## config.mk

```make
export PLATFORM = sky130hd
export DESIGN_NAME = cl_serial_cmd_ctrl
export DESIGN_NICKNAME = d
export VERILOG_FILES = /design/src/rtl/cl_serial_cmd_ctrl.sv
export SDC_FILE = /design/constraint.sdc
export NUM_CORES = 1
export LEC_CHECK = 0
export CAP_MARGIN = 20
export CORE_MARGIN = 3
export CORE_UTILIZATION = 55
export DETAILED_ROUTE_END_ITERATION = 16
export PLACE_DENSITY = 0.79
export SLEW_MARGIN = 20
export SYNTH_ARGS = -nofsm -noshare
export SYNTH_HDL_FRONTEND = slang
export SYNTH_SLANG_ARGS = --single-unit
```

## constraint.sdc

```tcl
create_clock -name clk -period 3.34 [get_ports clk]
set_input_delay 0.501 -clock clk [delete_from_list [all_inputs] [get_ports clk]]
set_output_delay 0.501 -clock clk [all_outputs]
set_load 0.01 [all_outputs]
```

## src/rtl/cl_serial_cmd_ctrl.sv

```systemverilog
// CameraLink serial command/response sequencer sitting between the host and the uart block.
// Buffers a host command, streams it through the UART tx handshake and collects the reply.
module cl_serial_cmd_ctrl #(
    parameter int unsigned MAX_CMD_LEN    = 16,
    parameter int unsigned MAX_RSP_LEN    = 32,
    parameter logic [7:0]  TERM_CHAR      = 8'h0D,
    parameter int unsigned TIMEOUT_CYCLES = 12500000
) (
    input  logic                             clk,
    input  logic                             rst,
    input  logic                             cmd_wr_en,
    input  logic [7:0]                       cmd_wr_data,
    input  logic                             cmd_go,
    output logic                             busy,
    output logic                             done,
    output logic                             timeout,
    output logic                             rsp_overflow,
    output logic [$clog2(MAX_RSP_LEN+1)-1:0] rsp_len,
    input  logic [$clog2(MAX_RSP_LEN)-1:0]   rsp_rd_addr,
    output logic [7:0]                       rsp_rd_data,
    output logic                             tx_start,
    output logic [7:0]                       tx_data,
    input  logic                             tx_busy,
    input  logic                             rx_ready,
    input  logic [7:0]                       rx_data
);

    localparam int unsigned CCW = $clog2(MAX_CMD_LEN + 1);
    localparam int unsigned CIW = $clog2(MAX_CMD_LEN);
    localparam int unsigned RLW = $clog2(MAX_RSP_LEN + 1);
    localparam int unsigned RAW = $clog2(MAX_RSP_LEN);
    localparam int unsigned TW  = $clog2(TIMEOUT_CYCLES + 1);

    localparam logic [CCW-1:0] CMD_FULL = CCW'(MAX_CMD_LEN);
    localparam logic [RLW-1:0] RSP_FULL = RLW'(MAX_RSP_LEN);
    localparam logic [TW-1:0]  TMO_LOAD = TW'(TIMEOUT_CYCLES);

    typedef enum logic [2:0] {
        IDLE     = 3'd0,
        TX_LOAD  = 3'd1,
        TX_ACK   = 3'd2,
        TX_DRAIN = 3'd3,
        RECV     = 3'd4,
        FINISH   = 3'd5
    } state_t;

    state_t         state;
    state_t         next_state;

    logic [7:0]     cmd_buf [MAX_CMD_LEN];
    logic [7:0]     rsp_buf [MAX_RSP_LEN];
    logic [CCW-1:0] cmd_cnt;
    logic [CIW-1:0] tx_idx;
    logic [TW-1:0]  tmo_cnt;
    logic           term_seen;

    logic           wr_ok;
    logic           go_ok;
    logic           capture;
    logic           rx_term;
    logic           rx_store;
    logic           rx_drop;
    logic           last_byte;
    logic           tmo_expire;
    logic           drain_done;

    logic           launch;
    logic           busy_d;
    logic           done_d;

    // Qualified events shared by the FSM and the datapath
    assign wr_ok      = (state == IDLE) && cmd_wr_en && (cmd_cnt != CMD_FULL);
    assign go_ok      = (state == IDLE) && cmd_go && ((cmd_cnt != '0) || cmd_wr_en);
    assign capture    = (state inside {TX_LOAD, TX_ACK, TX_DRAIN, RECV}) && rx_ready && !term_seen;
    assign rx_term    = capture && (rx_data == TERM_CHAR);
    assign rx_store   = capture && (rx_data != TERM_CHAR) && (rsp_len != RSP_FULL);
    assign rx_drop    = capture && (rx_data != TERM_CHAR) && (rsp_len == RSP_FULL);
    assign last_byte  = (CCW'(tx_idx) == (cmd_cnt - CCW'(1)));
    assign drain_done = (state == TX_DRAIN) && !tx_busy;
    // Any rx_ready reloads the counter, so a terminator can never lose to expiry
    assign tmo_expire = (state == RECV) && !term_seen && !rx_ready && (tmo_cnt == TW'(1));

    // State register
    always_ff @(posedge clk) begin
        if (rst) state <= IDLE;
        else     state <= next_state;
    end

    // Next-state logic
    always_comb begin
        next_state = state;
        case (state)
            IDLE:     if (go_ok) next_state = TX_LOAD;
            TX_LOAD:  if (!tx_busy) next_state = TX_ACK;
            TX_ACK:   if (tx_busy) next_state = TX_DRAIN;
            TX_DRAIN: if (!tx_busy) next_state = last_byte ? RECV : TX_LOAD;
            RECV:     if (term_seen || tmo_expire) next_state = FINISH;
            FINISH:   next_state = IDLE;
            default:  next_state = IDLE;
        endcase
    end

    // Output decode, registered below
    always_comb begin
        launch = 1'b0;
        busy_d = 1'b0;
        done_d = 1'b0;
        if (state == TX_LOAD && !tx_busy) launch = 1'b1;
        if (next_state inside {TX_LOAD, TX_ACK, TX_DRAIN, RECV}) busy_d = 1'b1;
        if (next_state == FINISH) done_d = 1'b1;
    end

    // Control registers and registered outputs
    always_ff @(posedge clk) begin
        if (rst) begin
            busy         <= 1'b0;
            done         <= 1'b0;
            timeout      <= 1'b0;
            rsp_overflow <= 1'b0;
            rsp_len      <= '0;
            rsp_rd_data  <= '0;
            tx_start     <= 1'b0;
            tx_data      <= '0;
            cmd_cnt      <= '0;
            tx_idx       <= '0;
            tmo_cnt      <= '0;
            term_seen    <= 1'b0;
        end else begin
            busy        <= busy_d;
            done        <= done_d;
            tx_start    <= launch;
            rsp_rd_data <= rsp_buf[rsp_rd_addr];
            if (launch) tx_data <= cmd_buf[tx_idx];
            if (wr_ok) cmd_cnt <= cmd_cnt + CCW'(1);
            if (go_ok) begin
                rsp_len      <= '0;
                timeout      <= 1'b0;
                rsp_overflow <= 1'b0;
                tx_idx       <= '0;
            end
            if (drain_done) begin
                if (last_byte) begin
                    cmd_cnt <= '0;
                    tmo_cnt <= TMO_LOAD;
                end else begin
                    tx_idx <= tx_idx + CIW'(1);
                end
            end
            if (rx_store) rsp_len <= rsp_len + RLW'(1);
            if (rx_drop) rsp_overflow <= 1'b1;
            if (rx_term) term_seen <= 1'b1;
            if (state == RECV) begin
                if (rx_ready)              tmo_cnt <= TMO_LOAD;
                else if (tmo_cnt != '0)    tmo_cnt <= tmo_cnt - TW'(1);
                if (tmo_expire)            timeout <= 1'b1;
            end
            if (state == FINISH) term_seen <= 1'b0;
        end
    end

    // Command and response storage, no reset needed
    always_ff @(posedge clk) begin
        if (!rst && wr_ok)    cmd_buf[CIW'(cmd_cnt)] <= cmd_wr_data;
        if (!rst && rx_store) rsp_buf[RAW'(rsp_len)] <= rx_data;
    end

endmodule

```

; After elaboration in Yosys (flattened, before gate mapping)
; Memories as Yosys holds them, arrays and structs flattened. A register that Yosys moved wholly into a read port is not among the register bits.
; Cells that the tools add are included.
[totals]
regBits = 48
mem_bits_rw = 384
in_bits = 27
out_inout_bits = 27
wordCells = 98
mem_count = 2
[mem_list]
columns = name, depth, word_bits, rd, rd_clocked_by_memory_dff, wr, line
row1 = rsp_buf, 32, 8, 1, 1, 1, 51  ; logic [7:0] rsp_buf [MAX_RSP_LEN];
row2 = cmd_buf, 16, 8, 1, 1, 1, 50  ; logic [7:0] cmd_buf [MAX_CMD_LEN];
[op_classes]
addsub = 5
n_eq_ne = 17
n_mux = 32
reduce_logical = 31
[op_table]
columns = cell, n
row1 = 2-to-1 mux 24 bit, 5
row2 = "== test 24 x 1 -> 1 bit, second input constant", 1
row3 = nonzero test 24 bit, 1
row4 = "subtractor 24 x 1 -> 24 bit, second input constant", 1
row5 = 2-to-1 mux 3 bit, 6
row6 = logical AND 1 bit, 17
row7 = 2-to-1 mux 5 bit, 3
row8 = one-hot mux 3 bit (5 select lines), 1
row9 = "== test 3 x 2 -> 1 bit, second input constant", 4
row10 = "== test 3 bit, second input constant", 4
row11 = 2-to-1 mux 1 bit, 12
row12 = 2-to-1 mux 4 bit, 3
row13 = 2-to-1 mux 6 bit, 2
row14 = "== test 8 x 4 -> 1 bit, second input constant", 1
row15 = "inequality test 8 x 4 -> 1 bit, second input constant", 1
row16 = nonzero test 4 bit, 2
row17 = "adder 6 x 1 -> 6 bit, second input constant", 1
row18 = "== test 3 x 1 -> 1 bit, second input constant", 2
row19 = "== test 6 bit, second input constant", 1
row20 = "inequality test 6 bit, second input constant", 1
row21 = "adder 5 x 1 -> 5 bit, second input constant", 1
row22 = == test 4 x 5 -> 1 bit, 1
row23 = "inequality test 5 bit, second input constant", 1
row24 = nonzero test 5 bit, 1
row25 = 7 further kinds, 12

; Longest topological paths before layout
; Gate-level depths: netlist of the first run.
[depth]
word_depth = 10
mapped_depth = 8
ltp_nobuf = 7

; Worst setup path after synthesis of the first run
; No wires, ideal clock.
[synth_timing]
path_kind = register to register
startpoint = register state[1]
endpoint = memory cmd_buf[3][0] (enable)
arrival_ps = 2112
required_ps = 2957
slack_ps = 845
stages_incl_launch_ff = 6
n_path_buf = 1
period_less_slack_ps = 2495
path_cell_list = dfxtp_1 buf_2 or4b_1 a211oi_1 nand2_1 nor3_1
[synth_via]
elab_chain_cells = 6
[synth_rtl]
columns = item, line
row1 = from (decl), 47  ; state_t state;
row2 = from (signal assigned), 86  ; else state <= next_state;
row3 = zero test 3 bit, 72  ; assign wr_ok = (state == IDLE) && cmd_wr_en && (cmd_cnt != CMD_FULL);
row4 = logical AND 1 bit (2 in a row), 72
row5 = logical AND 1 bit, 163  ; if (!rst && wr_ok) cmd_buf[CIW'(cmd_cnt)] <= cmd_wr_data;
row6 = 2-to-1 mux 1 bit, 163
row7 = 2-to-1 mux 1 bit (implied by the code), 163
row8 = to (decl), 50
; Every way passes these cells.

; Worst setup path in the final report of the first run
[layout_timing]
startpoint = register rsp_len[2]
endpoint = memory rsp_buf[3][1] (enable)
[layout_via]
elab_chain_cells = 5
[layout_rtl]
columns = item, line
row1 = from (decl), 18  ; output logic [$clog2(MAX_RSP_LEN+1)-1:0] rsp_len,
row2 = from (signal assigned), 149  ; if (rx_store) rsp_len <= rsp_len + RLW'(1);
row3 = inequality test 6 bit, 76  ; assign rx_store = capture && (rx_data != TERM_CHAR) && (rsp_len != RSP_FULL);
row4 = logical AND 1 bit, 76
row5 = logical AND 1 bit, 164  ; if (!rst && rx_store) rsp_buf[RAW'(rsp_len)] <= rx_data;
row6 = 2-to-1 mux 1 bit, 164
row7 = 2-to-1 mux 1 bit (implied by the code), 164
row8 = to (decl), 51
; Parallel ways exist; a longest one is shown, timed or not.

==> results_tabular.tex, run 1 <==
\begin{tabular}{lr}
\hline
Metric & Value \\
\hline
\multicolumn{2}{l}{\textbf{Run status}} \\
Outcome & finished, final reports clean \\
\multicolumn{2}{l}{\textbf{Die}} \\
Overall die width & 187 µm \\
DIE AREA & 0.0352 mm² \\
Initial Utilization & 0.565 \\
Cell row count & 65 \\
IO Count & 54 \\
DIE HEIGHT & 187 µm \\
Core area & 0.0320 mm² \\
\multicolumn{2}{l}{\textbf{Clock tree}} \\
Maximum level of the CTS H-tree & 2 \\
TritonCTS Buffers & 43 \\
Clock slew at the register clock pins of the worst setup and hold paths & 60 ps \\
Total clock sinks & 448 \\
Clock buffer depth & 3 \\
Cells resized by post-CTS repair & 0 \\
Clock tree from TritonCTS & built \\
CTS Hold Buffers Added & 0 \\
Count of buffers added by post-CTS timing repair for setup & 0 \\
Clock latency on the worst-skew pair & 550 ps \\
Buffer cell driving the clock tree root & sky130\_fd\_sc\_hd\_\_clkbuf\_16 \\
\multicolumn{2}{l}{\textbf{Timing}} \\
Clock Skew & 19.4 ps \\
Relative slew slack & 0.427 \\
Minimum period implied by the final worst setup slack & 2830 ps \\
Final number of hold-violating endpoints & 0 \\
Number of pins exceeding their max-slew limit in the final report & 0 \\
Highest Clock Rate & 0.353 GHz \\
WHS & 465 ps \\
Aggregate negative setup slack & 0 ps \\
Tightest Pin Transition & 857 ps \\
Finish-stage setup viols & 0 \\
Final period util & 0.847 \\
Setup repair after global routing missed its margin & false \\
\multicolumn{2}{l}{\textbf{Finish}} \\
Total area of sequential cells & 0.0128 mm² \\
Non-Filler Instances & 1555 \\
Most frequent cells in the layout & 384 x sky130\_fd\_sc\_hd\_\_edfxtp\_1, 120 x sky130\_fd\_sc\_hd\_\_mux4\_2, 80 x sky130\_fd\_sc\_hd\_\_nor2\_1, 63 x sky130\_fd\_sc\_hd\_\_dfxtp\_1, 51 x sky130\_fd\_sc\_hd\_\_clkdlybuf4s50\_1 \\
Filler Cell Count & 2157 \\
Leading cell type in the layout, fill and taps excluded & sky130\_fd\_sc\_hd\_\_edfxtp\_1 \\
Area used by multi-input combinational logic & 0.00504 mm² \\
Post-route core utilization & 0.648 \\
Number of antenna repair diodes & 0 \\
Net total in the final layout & 1125 \\
Proportion of layout cells with a drive suffix above 1 & 0.220 \\
Growth of design area from synthesis to finish & 14.5\% \\
\multicolumn{2}{l}{\textbf{Power}} \\
Leak Pwr & 0.00668 µW \\
Peak ir drop on the vdd network & 0.000526 V \\
Pwr/cell area & 554 mW/mm² \\
Design Power & 11500 µW \\
\multicolumn{2}{l}{\textbf{Logic synthesis}} \\
Post-synth cell types & 71 \\
Largest area contributor in the netlist & sky130\_fd\_sc\_hd\_\_edfxtp\_1 \\
Net Count, Synth & 1030 \\
Share of the synthesized area in the top cell type & 0.637 \\
Average cell area after synthesis & 18.3 µm² \\
Synth Instances & 991 \\
Number of enable-type register cells in the synthesized netlist & 384 \\
Combined area of all synthesized cells & 0.0181 mm² \\
Register area share after synthesis & 0.707 \\
Synth Register Bits & 448 \\
Top post-synthesis cells by area & sky130\_fd\_sc\_hd\_\_edfxtp\_1 64\%, sky130\_fd\_sc\_hd\_\_mux4\_2 15\%, sky130\_fd\_sc\_hd\_\_dfxtp\_1 7.1\% \\
Number of warnings issued by yosys & 0 \\
Fraction of registers with async set/reset & 0 \\
Most used flip-flop cell after synthesis & sky130\_fd\_sc\_hd\_\_edfxtp\_1 \\
\multicolumn{2}{l}{\textbf{GRT}} \\
Wire length of the first global-routing pass & 61.5 mm \\
Antenna violations before repair & 1 \\
Number of global-route vias before repair & 9813 \\
Residual overflow from global routing & 0 \\
Largest net degree at the start of global routing & 65 \\
Global-route usage over all layers & 0.228 \\
\multicolumn{2}{l}{\textbf{Routing}} \\
Final Routed Wirelength & 39.2 mm \\
Router iterations before antenna repair & 5 \\
Drt initial violations & 1205 \\
Vias/cell & 6.27 \\
Routed wirelength normalized by instance count & 25.2 µm \\
Number of nets with antenna violations after routing & 0 \\
Residual DRC & 0 \\
Total vias in the final route & 9743 \\
\multicolumn{2}{l}{\textbf{Place}} \\
Detail Placement HPWL & 24.6 mm \\
Placed Cells incl. Taps & 1476 \\
\# port buffers & 53 \\
GP Congestion & 0.836 \\
\multicolumn{2}{l}{\textbf{Worst hold path}} \\
Kind of path behind the tightest hold check & reg -> reg \\
\multicolumn{2}{l}{\textbf{Job}} \\
Max-Cap Viols & 0 \\
\multicolumn{2}{l}{\textbf{Worst setup path}} \\
Critical Path AT & 2990 ps \\
Required arrival time at the worst endpoint & 3500 ps \\
Critical-path maximum fanout & 13 \\
Startpoint kind of the worst setup timing path & flip-flop \\
Element type at the critical path end & flip-flop \\
Critical path type & reg -> reg \\
\hline
\end{tabular}
[cells in the mapped netlist, drive strengths merged (7+ instances only)]
cell    number
a211oi       8
a21oi       15
a22o        16
a31oi       13
buf         28
clkbuf      23
dfxtp       64
edfxtp     384
ha          12
inv          9
mux2         9
mux4       120
nand2       29
nand2b      11
nand3       21
nand4        8
nor2        80
nor3        23
nor4         8
o21ai        9
or3          7
[report_power, final]
part,total (µW),internal (µW),switching (µW)
Clock,4750,2710,2050
Combinational,612,271,341
Sequential,6140,6110,28.1
Total,11500,9080,2420
[kinds of logic after synthesis]
| group | count (synthesis) | share of synthesized area |
|---|---|---|
| XOR/XNOR | 12 | 0.00580 |
| multiplexers | 131 | 0.156 |
| adder cells (fa/ha/maj) | 12 | 0.00829 |
| flip-flops | 448 | 0.707 |
| AND/OR/NAND/NOR | 219 | 0.0609 |
| buffers and inverters | 61 | 0.0149 |
| AO/OA/AOI/OAI | 108 | 0.0469 |
[stage by stage]
stage / instance area (µm²) / setup WS [ps]
after global routing: 20700 / 252
after global placement: 19400 / 169
after floorplan: 18100 / 845
final: 20700 / 511
after CTS: 20700 / 503
after detailed placement: 19400 / 46.6
[registers in the layout, indices dropped and copies added, names as in the netlist]
register and count:
tx_data 8, tmo_cnt 24, cmd_cnt 5, tx_start 1, rsp_overflow 1, busy 1
state 3, done 1, rsp_buf 256, timeout 1, tx_idx 4, rsp_rd_data 8
rsp_len 6, cmd_buf 128, term_seen 1
[worst max-delay path, stage by stage (launching register included)]
cell	delay (ps)
sky130_fd_sc_hd__dfxtp_1	570
sky130_fd_sc_hd__or3_1	350
sky130_fd_sc_hd__nor2_1	130
sky130_fd_sc_hd__nor3_1	450
sky130_fd_sc_hd__nand3_1	140
sky130_fd_sc_hd__buf_4	220
sky130_fd_sc_hd__nor2_1	590
[worst paths after layout]
kind,cells after the start,end,slack [ps],from
max,6,rsp_buf[3][1],510,rsp_len[2]
min,1,tmo_cnt[14],470,tmo_cnt[14]
min reg2reg,1,tmo_cnt[14],470,tmo_cnt[14]
max reg2reg,6,rsp_buf[3][1],510,rsp_len[2]
[layout make-up]
cell class                 instances  share of cell area
clock buffer                      57              0.0558
clock inverter                    22              0.0107
inverter                          10             0.00181
multi-input combinational        482               0.243
sequential                       448               0.618
tap                              435              0.0262
timing repair buffer             101              0.0450
[per-layer routing]
| metal | global-route usage | wire length, µm |
|---|---|---|
| met1 | 0.325 | 15700 |
| met2 | 0.364 | 19200 |
| met3 | 0.0446 | 3070 |
| met4 | 0.0701 | 1260 |
| met5 | 0 | 15 |
Power figures use the tool's default switching activity.
==> inputs of run 2 (changes only) <==
==> constraint.sdc (replaced) <==
create_clock -name clk -period 2.63 [get_ports clk]
set_input_delay 0.3945 -clock clk [delete_from_list [all_inputs] [get_ports clk]]
set_output_delay 0.3945 -clock clk [all_outputs]
set_load 0.01 [all_outputs]
==> run 2 against run 1 <==
Net effect:
- wire length grew 4.0%
- critical endpoint is now rsp_buf[29][3]
- largest power group unchanged
- global-route usage grew 0.53 points
- fmax rose by 9.7%
- total power grew 32%
- setup slack got worse by 460 ps
- utilization is 1.5 points higher
- critical path type unchanged
==> results_tabular.tex, run 2 (same netlist as run 1, synthesis figures left out) <==
\begin{tabular}{lr}
\hline
Metric & Value \\
\hline
\multicolumn{2}{l}{\textbf{Die}} \\
Overall die width & 187 µm \\
Core area & 0.0320 mm² \\
IO Count & 54 \\
Initial Utilization & 0.565 \\
DIE HEIGHT & 187 µm \\
DIE AREA & 0.0352 mm² \\
Cell row count & 65 \\
\multicolumn{2}{l}{\textbf{Place}} \\
Placement-stage worst setup slack & -348 ps \\
GP Congestion & 0.860 \\
\# port buffers & 53 \\
Detail Placement HPWL & 26.0 mm \\
\multicolumn{2}{l}{\textbf{Routing}} \\
Final Routed Wirelength & 40.8 mm \\
Residual DRC & 0 \\
Vias/cell & 6.28 \\
Router iterations before antenna repair & 5 \\
Total vias in the final route & 10.0k \\
Number of nets with antenna violations after routing & 0 \\
Drt initial violations & 1120 \\
Routed wirelength normalized by instance count & 25.6 µm \\
\multicolumn{2}{l}{\textbf{Clock tree}} \\
Count of buffers added by post-CTS timing repair for setup & 0 \\
Maximum level of the CTS H-tree & 2 \\
Clock slew at the register clock pins of the worst setup and hold paths & 60 ps \\
TritonCTS Buffers & 46 \\
Clock tree from TritonCTS & built \\
Total clock sinks & 448 \\
Clock latency on the worst-skew pair & 560 ps \\
Buffer cell driving the clock tree root & sky130\_fd\_sc\_hd\_\_clkbuf\_16 \\
Clock buffer depth & 3 \\
\multicolumn{2}{l}{\textbf{Run status}} \\
Outcome & finished, final reports clean \\
\multicolumn{2}{l}{\textbf{Worst hold path}} \\
Kind of path behind the tightest hold check & reg -> reg \\
\multicolumn{2}{l}{\textbf{Power}} \\
Net switching power figure & 3140 µW \\
Internal power component & 12100 µW \\
Power share of the combinational group & 0.054 \\
Clock network fraction of design power & 0.434 \\
Peak ir drop on the vdd network & 0.000598 V \\
Leak Pwr & 0.00691 µW \\
Switching Fraction & 0.207 \\
Sequential fraction of design power & 0.512 \\
Pwr/cell area & 716 mW/mm² \\
\multicolumn{2}{l}{\textbf{Worst setup path}} \\
Critical Path AT & 2770 ps \\
Required arrival time at the worst endpoint & 2820 ps \\
Critical path, cell by cell & or3\_1 > nand3\_1 > nor3\_1 > buf\_4 > nand3\_1 > buf\_4 > nor2\_1 \\
Startpoint kind of the worst setup timing path & flip-flop \\
Critical Path Slowest Stage Cell & sky130\_fd\_sc\_hd\_\_nor2\_1 \\
Critical-path maximum fanout & 9 \\
Maximum single-stage delay on the critical path & 550 ps \\
Critical path type & reg -> reg \\
Element type at the critical path end & flip-flop \\
\multicolumn{2}{l}{\textbf{Timing}} \\
Number of pins exceeding their max-slew limit in the final report & 0 \\
Post-route setup slack & 51.7 ps \\
Clock Skew & 34.7 ps \\
Aggregate negative setup slack & 0 ps \\
Minimum period implied by the final worst setup slack & 2580 ps \\
Tightest Pin Transition & 693 ps \\
Highest Clock Rate & 0.388 GHz \\
Finish-stage setup viols & 0 \\
Final period util & 0.980 \\
Relative slew slack & 0.536 \\
Final number of hold-violating endpoints & 0 \\
Setup repair after global routing missed its margin & true \\
\multicolumn{2}{l}{\textbf{Finish}} \\
Largest registers & rsp\_buf: 256 flops, cmd\_buf: 128 flops, tmo\_cnt: 24 flops \\
Leading cell type in the layout, fill and taps excluded & sky130\_fd\_sc\_hd\_\_edfxtp\_1 \\
Max reg flops & 256 \\
Number of antenna repair diodes & 0 \\
Proportion of layout cells with a drive suffix above 1 & 0.265 \\
Most frequent cells in the layout & 384 x sky130\_fd\_sc\_hd\_\_edfxtp\_1, 120 x sky130\_fd\_sc\_hd\_\_mux4\_2, 74 x sky130\_fd\_sc\_hd\_\_buf\_4, 63 x sky130\_fd\_sc\_hd\_\_dfxtp\_1, 52 x sky130\_fd\_sc\_hd\_\_nor2\_1 \\
Net total in the final layout & 1159 \\
Register bank with the most flops & rsp\_buf \\
Growth of design area from synthesis to finish & 17.2\% \\
\multicolumn{2}{l}{\textbf{GRT}} \\
Antenna violations before repair & 0 \\
Global-route usage over all layers & 0.234 \\
Number of global-route vias before repair & 10.3k \\
Largest net degree at the start of global routing & 65 \\
Residual overflow from global routing & 0 \\
Wire length of the first global-routing pass & 62.5 mm \\
\multicolumn{2}{l}{\textbf{Job}} \\
Max-Cap Viols & 0 \\
\hline
\end{tabular}
[run 2: changes by cell type in the layout (fill, tap and decap cells not counted), moves of 2 or more]
cell	change
sky130_fd_sc_hd__nor2_1	-28
sky130_fd_sc_hd__clkbuf_16	+3
sky130_fd_sc_hd__clkinv_2	-2
sky130_fd_sc_hd__bufinv_16	+3
sky130_fd_sc_hd__nor2_2	+28
sky130_fd_sc_hd__inv_6	-2
sky130_fd_sc_hd__clkinv_1	+5
sky130_fd_sc_hd__clkinv_8	+2
sky130_fd_sc_hd__buf_4	+29
sky130_fd_sc_hd__buf_12	+2
[run 2: routing by layer]
| metal | part of all wire | vias to the layer above | global-route usage |
|---|---|---|---|
| li1 | - | 4323 | - |
| met1 | 0.40 | 5137 | 0.319 |
| met2 | 0.50 | 459 | 0.387 |
| met3 | 0.076 | 85 | 0.0491 |
| met4 | 0.028 | 0 | 0.0675 |
| met5 | 0 | - | 0 |
[run 2: final cells by class]
type,instances,area (µm²)
clock inverter,25,300
clock buffer,60,1240
tap,435,544
inverter,10,37.5
sequential,448,12800
multi-input combinational,482,5110
timing repair buffer,132,1190
fill,2087,10800
[run 2: final timing paths]
path,slack (ps),cells past startpoint,startpoint,end
setup / recovery,50,7,state[0],rsp_buf[29][3]
setup reg to reg,50,7,state[0],rsp_buf[29][3]
hold reg to reg,480,1,tx_data[4],tx_data[4]
hold / removal,480,1,tx_data[4],tx_data[4]
[run 2: repair_timing]
| item | in CTS | in global routing |
|---|---|---|
| endpoints found under the hold margin | 0 | 0 |
| hold buffers | 0 | 0 |
| gates resized for setup | 0 | 28 |
| setup endpoints to repair | 0 | 264 |
[run 2: stage by stage]
step / total power [µW] / hold WS, ps / area (µm²) / util / cells
after global routing: 15600 / 492 / 21200 / 0.663 / 1592
after CTS: 15300 / 477 / 21200 / 0.661 / 1592
final: 15200 / 480 / 21200 / 0.663 / 1592
after detailed placement: 8740 / 467 / 19600 / 0.612 / 1507
after global placement: 8720 / 457 / 19600 / 0.612 / 1507
after floorplan: 8370 / 439 / 18100 / - / 991
[run 2: power by group through the flow]
stage	logic, µW	registers (µW)	clock network (µW)
final	817	7790	6600
after global routing	872	7790	6970
after CTS	814	7790	6690
after detailed placement	806	7940	0
after global placement	789	7940	0
after floorplan	425	7940	0
[run 2: critical path, delay by kind of cell (launching register included)]
family	cells	cell delay [ps]
and+or+nand+nor	5	1310
buffers and inverters	2	370
DFF	1	540
==> inputs of run 3 (changes only) <==
--- a/config.mk
+++ b/config.mk
@@ -6,10 +6,10 @@
 export NUM_CORES = 1
 export LEC_CHECK = 0
 export CAP_MARGIN = 20
-export CORE_MARGIN = 3
 export CORE_UTILIZATION = 55
 export DETAILED_ROUTE_END_ITERATION = 16
 export PLACE_DENSITY = 0.79
+export SETUP_SLACK_MARGIN = 0.02
 export SLEW_MARGIN = 20
 export SYNTH_ARGS = -nofsm -noshare
 export SYNTH_HDL_FRONTEND = slang
==> run 3 against run 2 <==
Net effect:
- sequential share of layout area is 0.54 points higher
- hold slack hardly changed
- final area is 0.88% lower
- clock skew is 20 ps lower
- die area is 4.2% lower
- critical path depth stayed put
- wire length is 2.0% lower
- first-iteration DRC count is 0.54% lower
- sequential cell count stayed put
- setup slack better by 95 ps
- critical path type unchanged
==> results_tabular.tex, run 3 (same netlist as run 1, synthesis figures left out) <==
\begin{tabular}{lr}
\hline
Metric & Value \\
\hline
\multicolumn{2}{l}{\textbf{Run status}} \\
Outcome & finished, final reports clean \\
\multicolumn{2}{l}{\textbf{Worst setup path}} \\
Element type at the critical path end & flip-flop \\
Maximum single-stage delay on the critical path & 570 ps \\
Startpoint kind of the worst setup timing path & flip-flop \\
Critical Path Slowest Stage Cell & sky130\_fd\_sc\_hd\_\_nor2\_1 \\
Critical-path maximum fanout & 9 \\
Required arrival time at the worst endpoint & 2810 ps \\
Critical Path AT & 2660 ps \\
Critical path, cell by cell & or3\_1 > nand3\_1 > nor3\_1 > buf\_4 > nand3\_1 > buf\_4 > nor2\_1 \\
Critical path type & reg -> reg \\
\multicolumn{2}{l}{\textbf{Worst hold path}} \\
Kind of path behind the tightest hold check & reg -> reg \\
\multicolumn{2}{l}{\textbf{GRT}} \\
Global-route usage over all layers & 0.247 \\
Residual overflow from global routing & 0 \\
Wire length of the first global-routing pass & 61.2 mm \\
Largest net degree at the start of global routing & 65 \\
Antenna violations before repair & 0 \\
Number of global-route vias before repair & 10.0k \\
\multicolumn{2}{l}{\textbf{Clock tree}} \\
Clock tree from TritonCTS & built \\
Count of buffers added by post-CTS timing repair for setup & 0 \\
Total clock sinks & 448 \\
Maximum level of the CTS H-tree & 2 \\
TritonCTS Buffers & 44 \\
Buffer cell driving the clock tree root & sky130\_fd\_sc\_hd\_\_clkbuf\_16 \\
Clock slew at the register clock pins of the worst setup and hold paths & 60 ps \\
Clock buffer depth & 3 \\
Clock latency on the worst-skew pair & 550 ps \\
CTS Hold Buffers Added & 0 \\
\multicolumn{2}{l}{\textbf{Place}} \\
GP Congestion & 0.858 \\
Detail Placement HPWL & 26.0 mm \\
\# port buffers & 53 \\
Placed Cells incl. Taps & 1512 \\
\multicolumn{2}{l}{\textbf{Finish}} \\
Register bank with the most flops & rsp\_buf \\
Post-route core utilization & 0.649 \\
Largest registers & rsp\_buf: 256 flops, cmd\_buf: 128 flops, tmo\_cnt: 24 flops \\
Most frequent cells in the layout & 384 x sky130\_fd\_sc\_hd\_\_edfxtp\_1, 120 x sky130\_fd\_sc\_hd\_\_mux4\_2, 74 x sky130\_fd\_sc\_hd\_\_nor2\_1, 74 x sky130\_fd\_sc\_hd\_\_buf\_4, 63 x sky130\_fd\_sc\_hd\_\_dfxtp\_1 \\
Growth of design area from synthesis to finish & 16.2\% \\
Non-Filler Instances & 1594 \\
Max reg flops & 256 \\
Net total in the final layout & 1155 \\
Proportion of layout cells with a drive suffix above 1 & 0.248 \\
Leading cell type in the layout, fill and taps excluded & sky130\_fd\_sc\_hd\_\_edfxtp\_1 \\
\multicolumn{2}{l}{\textbf{Timing}} \\
Final period util & 0.944 \\
Minimum period implied by the final worst setup slack & 2480 ps \\
Highest Clock Rate & 0.403 GHz \\
Number of pins exceeding their max-slew limit in the final report & 0 \\
WHS & 481 ps \\
Clock Skew & 15.0 ps \\
Setup repair after global routing missed its margin & false \\
Relative slew slack & 0.502 \\
Final number of hold-violating endpoints & 0 \\
Tightest Pin Transition & 744 ps \\
Finish-stage setup viols & 0 \\
\multicolumn{2}{l}{\textbf{Power}} \\
Peak ir drop on the vdd network & 0.000616 V \\
Leak Pwr & 0.00684 µW \\
Pwr/cell area & 703 mW/mm² \\
\multicolumn{2}{l}{\textbf{Routing}} \\
Routed wirelength normalized by instance count & 25.1 µm \\
Number of nets with antenna violations after routing & 0 \\
Total vias in the final route & 10.0k \\
Residual DRC & 0 \\
Router iterations before antenna repair & 5 \\
Final Routed Wirelength & 40.0 mm \\
Vias/cell & 6.29 \\
Drt initial violations & 1114 \\
\multicolumn{2}{l}{\textbf{Die}} \\
IO Count & 54 \\
DIE AREA & 0.0337 mm² \\
Cell row count & 66 \\
Overall die width & 183 µm \\
DIE HEIGHT & 183 µm \\
Initial Utilization & 0.558 \\
Core area & 0.0325 mm² \\
\multicolumn{2}{l}{\textbf{Job}} \\
Max-Cap Viols & 0 \\
\hline
\end{tabular}
==> run 3: cell count changes in the layout (fill, tap and decap cells not counted), sizes merged <==
| cell | delta |
|---|---|
| clkinvlp | +4 |
| clkbuf | -1 |
| inv | +1 |
| clkinv | -4 |
| bufinv | -4 |
| diode | +1 |
| buf | -2 |
==> run 3: path summary, 6_finish.rpt <==
path	cells past startpoint	start	slack, ps	to
setup / recovery	7	state[0]	150	rsp_buf[1][1]
hold / removal	1	tx_data[2]	480	tx_data[2]
setup reg to reg	7	state[0]	150	rsp_buf[1][1]
hold reg to reg	1	tx_data[2]	480	tx_data[2]
==> run 3: metrics by stage <==
| stage | power, µW | area (µm²) | setup slack, ps | TNS [ps] |
|---|---|---|---|---|
| final | 14800 | 21100 | 146 | 0 |
| after global routing | 15200 | 21000 | 29.6 | 0 |
| after CTS | 14900 | 21000 | 106 | 0 |
| after detailed placement | 8740 | 19600 | -264 | -48850 |
| after global placement | 8720 | 19600 | -224 | -40600 |
| after floorplan | 8370 | 18100 | 135 | 0 |
==> run 3: worst max-delay path: cells and delay by family (launching register included) <==
family	cells	cell delay [ps]
AND/OR/NAND/NOR	5	1250
flip-flops	1	520
buffers and inverters	2	330
==> run 3: final cells by class <==
cell class	instances	area [µm²]
fill	2140	11400
tap	442	553
clock inverter	22	191
timing repair buffer	130	1150
sequential	448	12800
antenna	1	2.50
clock buffer	59	1250
inverter	10	37.5
multi-input combinational	482	5050
==> run 3: routing by layer <==
metal	track usage	vias up	wire length, µm
met4	0.0820	0	1210
met2	0.407	464	19800
met5	0	-	0
met3	0.0353	82	2850
met1	0.341	5175	16100
li1	-	4310	-
==> run 3: what timing repair did <==
item                                    CTS  global route
gates resized for setup                   0             6
hold endpoints to repair                  0             0
endpoints found under the setup margin    0            48
==> run 3: where the power goes <==
part,switching [µW],internal [µW],leakage [µW]
clock network,2640,3560,0.000700
registers,26.8,7760,0.00397
logic,444,362,0.00217
total,3120,11700,0.00684
==> patch: new RTL, flow settings as in run 2 <==
Reset style: asynchronous (`rst`), changed in 2 clocked blocks.
--- a/src/rtl/cl_serial_cmd_ctrl.sv
+++ b/src/rtl/cl_serial_cmd_ctrl.sv
@@ -81,7 +81,7 @@
     assign tmo_expire = (state == RECV) && !term_seen && !rx_ready && (tmo_cnt == TW'(1));
 
     // State register
-    always_ff @(posedge clk) begin
+    always_ff @(posedge clk or posedge rst) begin
         if (rst) state <= IDLE;
         else     state <= next_state;
     end
@@ -111,7 +111,7 @@
     end
 
     // Control registers and registered outputs
-    always_ff @(posedge clk) begin
+    always_ff @(posedge clk or posedge rst) begin
         if (rst) begin
             busy         <= 1'b0;
             done         <= 1'b0;
Behaviour: differs if rst is asserted again (counterexample within 4 cycles, from zero or initial values and one cycle with rst high); with rst held inactive, the same outputs for 4 cycles.
==> patch against run 2 <==
  * Final area decreased by 0.12%
  * Synthesized area decreased by 0.70%
  * Core utilization up 0.26 points
  * Highest routed layer is now met5
  * Worst setup slack worse by 0.048 ns
  * Critical path type unchanged
  * Sequential cell count is the same
  * Critical endpoint is now rsp_buf[18][0]
  * Wire length decreased by 0.85%
  * Die area fell by 0.68%
Power is not compared: it rests on default switching activity, and its combinational part moved more than twofold at a synthesized area within 25%.
==> patch: results (changes against run 2) <==
- DP Area: 19600 µm² (-0.31%)
- Syn_nets: 980 (-4.9%)
- Yosys cell types: 55 (-23%)
- Number of cells after detailed placement: 1462 (-3.0%)
- Vias: 9662 (-3.4%)
- Reg2reg setup slack: 0.004 ns (-0.05 ns)
- Avg WL per Cell: 26.2 µm (+2.4%)
- Critical Path Fanout Max: 8 (-1)
- Top cells by area, synth: edfxtp_1 (64%), mux4_2 (15%), dfrtp_1 (8.9%), nor2_1 (1.7%), mux2_2 (1.0%)
- Final non-filler cell total: 1541 (-3.2%)
- First-pass GRT wire length: 61700 µm (-1.3%)
- Critical-path top delay cell: nor2_1
- Post-cts resize count: 18 (+18)
- Initial antenna violation count: 0 (unchanged)
- Worst hold slack: 0.413 ns (-0.0676 ns)
- Number of synthesized flops with an enable pin: 384 (unchanged)
- DPL Wire Length: 25000 µm (-3.7%)
- DRC viols: 0 (unchanged)
- Hold Path Class: input port to asynchronous set/reset pin
- Post-synthesis sequential area ratio: 73.0% (+2.3 points)
- Status: finished, final reports clean
- Arr. time, crit path: 2.80 ns (+0.03 ns)
- TritonCTS Buffers: 44 (-4.3%)
- Vias in the first global route: 9986 (-2.7%)
- Worst slack, placed: -0.528 ns (-0.180 ns)
- DR iter-0 viols: 1058 (-5.5%)
- Yosys warns: 0 (unchanged)
- H-tree depth: 2 (unchanged)
- NumNets Final: 1112 (-4.1%)
- Synth top cells by count: edfxtp_1 (384), mux4_2 (120), nor2_1 (80), dfrtp_1 (64), nand2_1 (43)
- Largest net degree at the start of global routing: 65 (unchanged)
- Worst stage delay on the critical path: 0.49 ns (-0.06 ns)
- Pre-Repair DR Iteration Count: 7 (+2)
- Clk Latency, worst-skew pair: 0.55 ns
- Final period utilization: 99.8% (+1.8 points)
- Slew margin rel.: 48.7% (-4.9 points)
- Max clock buf depth: 3 (unchanged)
- Ant. Diodes: 0 (unchanged)
- Port Buffers: 53 (unchanged)
- All-Layer GR Usage: 23.4% (about the same)
- Postcts setup bufs: 0 (unchanged)
- Global placement routability congestion: 0.920 (+7.0%)
- Mapped Cells: 941 (-5.0%)
- Clock skew: 0.0148 ns (-0.0200 ns)
- Async set or reset register ratio after synthesis: 14.3% (+14 points)
- Share of post-route cells with drive strength above 1: 29.8% (+3.3 points)
- Leak: 0.00703 µW
- Switching share of power: 25.6%
- FF-to-FF path depth: 7 (unchanged)
patch: layout make-up:
class	instances	area [µm²]
sequential	448	13100
fill	2046	10700
multi-input combinational	440	4730
clock buffer	51	1210
timing repair buffer	129	1210
tap	435	544
clock inverter	28	354
inverter	10	37.5
patch: routing by layer:
metal	track usage (%)	vias to the layer above	share of wire, %
met3	4.18	74	7.6
li1	-	4065	-
met1	32.4	5033	40
met4	7.71	2	2.9
met2	38.3	488	49
met5	1.51	-	0.18
patch: logic make-up (layout without fill, tap and decap cells):
| kind of cell | Yosys count | after routing | synth area share [%] |
|---|---|---|---|
| flops | 448 | 448 | 73.0 |
| simple gates | 214 | 214 | 5.83 |
| mux | 138 | 138 | 16.1 |
| compound gates | 56 | 56 | 2.04 |
| buf+inv | 53 | 218 | 1.18 |
| xor+xnor | 20 | 20 | 0.974 |
| fa+ha+maj | 12 | 12 | 0.835 |
patch: worst max-delay path: cells and delay by family (launching register included):
family	cells	cell delay (ns)
flops	1	0.42
compound gates	1	0.18
simple gates	5	1.46
buf+inv	1	0.19
patch: worst paths after layout:
path | from | endpoint
worst max-delay path | state[1] | rsp_buf[18][0]
worst min-delay path | rst | tx_data[0]
worst max register to register | state[1] | rsp_buf[18][0]
worst min register to register | tmo_cnt[9] | tmo_cnt[9]
max in group asynchronous | rst | tx_idx[0]
min in group clk | tmo_cnt[9] | tmo_cnt[9]
patch: power groups by stage:
| stage | sequential (µW) | clock, µW | combinational (µW) |
|---|---|---|---|
| 2_1_floorplan | 8530 | 0 | 2080 |
| 6_report | 8410 | 6690 | 3480 |
| 3_5_place_dp | 8530 | 0 | 3420 |
| 3_3_place_gp | 8520 | 0 | 3350 |
| 4_1_cts | 8400 | 6800 | 3480 |
| 5_1_grt | 8450 | 7050 | 3760 |
